==> config.mk <==
export PLATFORM = sky130hd
export DESIGN_NAME = operand_fetch
export DESIGN_NICKNAME = d
export VERILOG_FILES = /design/src/rtl/operand_fetch_pkg.sv /design/src/rtl/operand_select.sv /design/src/rtl/operand_fetch.sv
export SDC_FILE = /design/constraint.sdc
export NUM_CORES = 1
export LEC_CHECK = 0
export ABC_AREA = 1
export CORE_AREA = 5 5 94 96
export CTS_CLUSTER_SIZE = 40
export DETAILED_ROUTE_END_ITERATION = 10
export DIE_AREA = 0 0 99 101
export DONT_BUFFER_PORTS = 1
export HOLD_SLACK_MARGIN = 0.03
export PLACE_DENSITY = 0.66
export SYNTH_ARGS = -nofsm -noshare
export SYNTH_HDL_FRONTEND = slang
export SYNTH_SLANG_ARGS = --single-unit
==> constraint.sdc <==
create_clock -name clk_i -period 1.5 [get_ports clk_i]
set_clock_uncertainty 0.05 [all_clocks]
set_input_delay 0.15 -clock clk_i [delete_from_list [all_inputs] [get_ports clk_i]]
set_output_delay 0.15 -clock clk_i [all_outputs]
set_load 0.03 [all_outputs]
==> src/rtl/operand_fetch_pkg.sv <==
// operand_fetch_pkg: FSM state type, IR field positions and the x0 select
// shared by the operand fetch stage.
`default_nettype none

package operand_fetch_pkg;

  typedef enum logic [1:0] {
    IDLE = 2'd0,
    READ = 2'd1,
    HOLD = 2'd2
  } state_t;

  localparam int RS1_LSB = 15;
  localparam int RS1_MSB = 19;
  localparam int RS2_LSB = 20;
  localparam int RS2_MSB = 24;
  localparam int RD_LSB  = 7;
  localparam int RD_MSB  = 11;

  localparam int X0 = 0;

endpackage

`default_nettype wire

==> src/rtl/operand_select.sv <==
// operand_select: one operand path; x0 forcing, write-port hazard detect and,
// when OPERAND_FETCH_BYPASS_EN is defined, write-port bypass.
`default_nettype none

module operand_select
  import operand_fetch_pkg::*;
#(
  parameter int DATA_WIDTH  = 32,
  parameter int SELECT_SIZE = 5
) (
  input  logic [SELECT_SIZE-1:0] sel,
  input  logic [DATA_WIDTH-1:0]  rf_data,
  input  logic                   wb_we_ni,
  input  logic [SELECT_SIZE-1:0] wb_dst,
  input  logic [DATA_WIDTH-1:0]  wb_data,
  output logic [DATA_WIDTH-1:0]  value,
  output logic                   hazard
);

  logic is_x0;

  assign is_x0  = (sel == SELECT_SIZE'(X0));
  assign hazard = !wb_we_ni && (wb_dst != SELECT_SIZE'(X0)) && (wb_dst == sel);

`ifdef OPERAND_FETCH_BYPASS_EN
  // A write in flight to this select beats the stale register file read.
  assign value = hazard ? wb_data : (is_x0 ? '0 : rf_data);
`else
  logic unused_wb_data;
  assign unused_wb_data = ^wb_data;
  assign value = is_x0 ? '0 : rf_data;
`endif

endmodule

`default_nettype wire

==> src/rtl/operand_fetch.sv <==
// operand_fetch: IDLE/READ/HOLD operand fetch stage with register file snoop.
// Optional feature macro: OPERAND_FETCH_BYPASS_EN (write-port bypass).
`default_nettype none

module operand_fetch
  import operand_fetch_pkg::*;
#(
  parameter int DATA_WIDTH  = 32,
  parameter int SELECT_SIZE = 5
) (
  input  logic                   clk_i,
  input  logic                   reset_ni,
  input  logic [31:0]            ir_i,
  input  logic                   req_valid_i,
  output logic                   req_ready_o,
  output logic [SELECT_SIZE-1:0] reg_srcA_o,
  output logic [SELECT_SIZE-1:0] reg_srcB_o,
  input  logic [DATA_WIDTH-1:0]  srcA_i,
  input  logic [DATA_WIDTH-1:0]  srcB_i,
  input  logic                   wb_we_ni,
  input  logic [SELECT_SIZE-1:0] wb_dst_i,
  input  logic [DATA_WIDTH-1:0]  wb_data_i,
  input  logic                   flush_i,
  output logic [DATA_WIDTH-1:0]  opA_o,
  output logic [DATA_WIDTH-1:0]  opB_o,
  output logic [SELECT_SIZE-1:0] rd_o,
  output logic                   op_valid_o,
  input  logic                   op_ready_i
);

  state_t                 state;
  logic [SELECT_SIZE-1:0] rs1;
  logic [SELECT_SIZE-1:0] rs2;
  logic [SELECT_SIZE-1:0] rd;
  logic [DATA_WIDTH-1:0]  value_a;
  logic [DATA_WIDTH-1:0]  value_b;
  logic                   hazard_a;
  logic                   hazard_b;
  logic                   unused_ir;

  assign rs1 = SELECT_SIZE'(ir_i[RS1_MSB:RS1_LSB]);
  assign rs2 = SELECT_SIZE'(ir_i[RS2_MSB:RS2_LSB]);
  assign rd  = SELECT_SIZE'(ir_i[RD_MSB:RD_LSB]);
  assign unused_ir = ^{ir_i[31:25], ir_i[14:12], ir_i[6:0]};

  // The read selects double as the captured rs1/rs2 for hazard detection.
  operand_select #(
    .DATA_WIDTH (DATA_WIDTH),
    .SELECT_SIZE(SELECT_SIZE)
  ) u_sel_a (
    .sel     (reg_srcA_o),
    .rf_data (srcA_i),
    .wb_we_ni(wb_we_ni),
    .wb_dst  (wb_dst_i),
    .wb_data (wb_data_i),
    .value   (value_a),
    .hazard  (hazard_a)
  );

  operand_select #(
    .DATA_WIDTH (DATA_WIDTH),
    .SELECT_SIZE(SELECT_SIZE)
  ) u_sel_b (
    .sel     (reg_srcB_o),
    .rf_data (srcB_i),
    .wb_we_ni(wb_we_ni),
    .wb_dst  (wb_dst_i),
    .wb_data (wb_data_i),
    .value   (value_b),
    .hazard  (hazard_b)
  );

  always_ff @(posedge clk_i) begin
    if (!reset_ni) begin
      state       <= IDLE;
      req_ready_o <= 1'b1;
      op_valid_o  <= 1'b0;
      opA_o       <= '0;
      opB_o       <= '0;
      rd_o        <= '0;
      reg_srcA_o  <= '0;
      reg_srcB_o  <= '0;
    end else if (flush_i) begin
      state       <= IDLE;
      req_ready_o <= 1'b1;
      op_valid_o  <= 1'b0;
    end else begin
      case (state)
        IDLE: begin
          if (req_valid_i) begin
            reg_srcA_o  <= rs1;
            reg_srcB_o  <= rs2;
            rd_o        <= rd;
            req_ready_o <= 1'b0;
            state       <= READ;
          end
        end
        READ: begin
`ifndef OPERAND_FETCH_BYPASS_EN
          // Stay one more cycle so the register file returns the new value.
          if (hazard_a || hazard_b) begin
            state <= READ;
          end else
`endif
          begin
            opA_o      <= value_a;
            opB_o      <= value_b;
            op_valid_o <= 1'b1;
            state      <= HOLD;
          end
        end
        HOLD: begin
`ifdef OPERAND_FETCH_BYPASS_EN
          if (hazard_a) opA_o <= value_a;
          if (hazard_b) opB_o <= value_b;
`endif
          if (op_ready_i) begin
            op_valid_o  <= 1'b0;
            req_ready_o <= 1'b1;
            state       <= IDLE;
          end
        end
        default: begin
          op_valid_o  <= 1'b0;
          req_ready_o <= 1'b1;
          state       <= IDLE;
        end
      endcase
    end
  end

endmodule

`default_nettype wire

==> summary.txt <==
Synthesis
  • Post-Syn Nets: 775
  • Number of flops mapped to enable cells by yosys: 0
  • Syn. warnings: 0
  • Synth Instances: 636
  • Netlist cell types: 23
  • Cell Area, Synth: 4020 sq um
  • Synth Register Bits: 83
  • Seq/Total Area, Yosys: 41.3%
  • Top FF cell, synth: dfxtp_1
  • Synth Area per Inst: 6.32 sq um
  • Asr flop ratio synth: 0%

Setup path
  • Critical path type: flip-flop to flip-flop
  • CP required: 1700 ps
  • Crit path DAT: 1760 ps
  • Crit. End Element: flip-flop
  • FF-to-FF setup slack: -60 ps
  • Crit path max fanout: 6
  • Critical Path Most Common Cell: nand2_2
  • Crit-path slowest cell: dfxtp_4
  • Slowest stage delay, CP: 370 ps
  • Critical Path, Cell by Cell: inv_2 > nand2_2 > nand2_2 > nor2_2 > inv_1 > nor2_2 > nand2_2 > nand4_4 > buf_12 > clkbuf_16 > nand2_1 > nand2_1 > nor2_1
  • Startpoint Class: flip-flop

Place
  • Port bufs: 0
  • Gpl congestion: 0.866
  • Placed cell count: 752
  • HPWL Detailed: 7410 um

Layout
  • Area added between synthesis and finish: 27.4%
  • Share of cells above drive strength 1: 19.4%
  • Antenna Diode Count: 0
  • Final Core Density: 64.3%
  • Commonest cells after routing, fill and taps aside: nand2_1 (188), nor2_1 (135), inv_1 (83)
  • Fin nets: 825
  • Final non-filler cell total: 795
  • Commonest non-fill, non-tap cell in the layout: nand2_1

Timing
  • Headroom to the max-slew limit: 73.3%
  • Maximum operating frequency: 0.640 GHz
  • Max Slew Vio Count: 0
  • Slew at the pin closest to its max-slew limit: 400 ps
  • Setup TNS: -1730 ps
  • RSZ-0062 raised after global routing: true
  • Hold WS: -125 ps
  • Fin crit share: 104%
  • Final-report setup violation count: 45
  • Final WS setup: -63.6 ps
  • Tmin final: 1560 ps
  • Final hold viol count: 79

Flow run
  • Max cap viols: 0

Min path
  • Hold Crit Class: primary input to flip-flop

Run status
  • Failing checks: hold timing, setup timing
  • Status: finished with violations

Drt
  • Vias per cell: 4.91
  • DR vias: 3901
  • Drt initial violations: 100
  • DRC: 0
  • Antenna Nets Post-Route: 0
  • Total wire length: 11700 um
  • WL/cell: 14.7 um
  • First-pass iteration count of the detailed router: 4

Clock tree
  • Root Buffer: clkbuf_8
  • CTS Sinks: 83
  • CTS tree: done
  • CTS max path bufs: 2
  • Num CTS Buffers: 9
  • Clock-pin transition on the worst setup and hold timing paths: 90 ps
  • CTS HTree Levels: 3
  • Clock Latency Late Sink: 350 ps

Floorplanning
  • Core Box Area: 7970 sq um
  • Die X: 99 um
  • Row count: 33
  • Initial core utilization: 50.5%
  • Die area: 10000 sq um
  • # IOs: 220
  • Die Y: 101 um

Global routing
  • Vias in the first global route: 3540
  • Overall Global Routing Usage: 21.1%
  • Initial antenna violation count: 0
  • Largest net degree at the start of global routing: 81
  • GR Overflow Total: 0
  • Global-route wire length before repair: 17000 um

Power and ir drop
  • Total Power: 5.19 mW
  • Max VDD drop: 753 uV
  • Static Leakage: 2.69 nW
  • P per Cell Area: 1010 nW/um^2
-- Yosys cell counts, types with 2 or more instances --
cell type | instances | area (sq um)
buf_1 | 4 | 15.0
inv_1 | 88 | 330
nand3_1 | 5 | 25.0
nor2_1 | 149 | 559
buf_6 | 12 | 135
o21ai_0 | 15 | 75.1
nor3_1 | 2 | 10.0
nand2_2 | 2 | 12.5
dfxtp_1 | 83 | 1660
clkbuf_1 | 18 | 67.6
a21oi_1 | 12 | 60.1
nand4_1 | 34 | 213
nand2_1 | 201 | 754
inv_2 | 2 | 7.51
-- cell families after synthesis --
group | Yosys count | synth area share (%)
simple gates | 399 | 41.0
buf+inv | 125 | 13.9
compound gates | 28 | 3.51
flops | 83 | 41.3
xor+xnor | 1 | 0.218
-- flip-flops by register name, summed over array words and instances (netlist names) --
| signal | flops |
|---|---|
| opA_o | 32 |
| opB_o | 32 |
| rd_o | 5 |
| reg_srcA_o | 5 |
| reg_srcB_o | 5 |
| state | 2 |
| op_valid_o | 1 |
| req_ready_o | 1 |
-- final cells by class --
cell class / count / area, sq um
Tap cell: 105 / 131
Clock buffer: 11 / 153
Multi-Input combinational cell: 429 / 1930
Clock inverter: 4 / 48.8
Fill cell: 720 / 2840
Sequential cell: 83 / 1680
Inverter: 90 / 338
Timing Repair Buffer: 73 / 843
-- repair_timing --
action,in CTS,in global routing
hold buffers,6,3
resized for setup,18,43
setup endpoints to repair,65,74
setup buffers,3,6
endpoints found under the hold margin,81,79
pin swaps,4,15
cloned,1,9
-- metal layers --
| metal | track usage, % | up-vias | wire length [um] |
|---|---|---|---|
| met5 | 0 | - | 0 |
| met4 | 9.03 | 0 | 192 |
| met3 | 8.24 | 19 | 1200 |
| met2 | 34.5 | 146 | 5830 |
| met1 | 24.7 | 1719 | 4500 |
| li1 | - | 2017 | - |
-- metrics by stage --
step | setup slack (ps) | cell area, sq um
2_1_floorplan | 17.8 | 4040
3_3_place_gp | -248 | 4360
3_5_place_dp | -307 | 4360
4_1_cts | -64.6 | 4720
5_1_grt | -211 | 5120
6_report | -63.6 | 5120
-- worst max-delay path: cells and delay by family, from the launching register on --
kind	cells	cell delay (ps)
buffers and inverters	4	410
DFF	1	370
and+or+nand+nor	9	630
-- where the power goes --
part / switching, mW / internal, mW / total, mW
combinational: 0.541 / 0.417 / 0.958
clock: 0.813 / 0.861 / 1.67
sequential: 0.250 / 2.31 / 2.56
total: 1.60 / 3.59 / 5.19
-- final timing paths --
check	from	endpoint	cells past startpoint
setup / recovery	reg_srcA_o[4]$_SDFFE_PN0P_	opB_o[7]$_SDFFE_PN0P_	13
hold / removal	reset_ni	reg_srcA_o[1]$_SDFFE_PN0P_	2
setup reg to reg	reg_srcA_o[4]$_SDFFE_PN0P_	opB_o[7]$_SDFFE_PN0P_	13
hold reg to reg	reg_srcA_o[3]$_SDFFE_PN0P_	reg_srcA_o[3]$_SDFFE_PN0P_	3
Note: power is estimated with default switching activity, not from simulation.
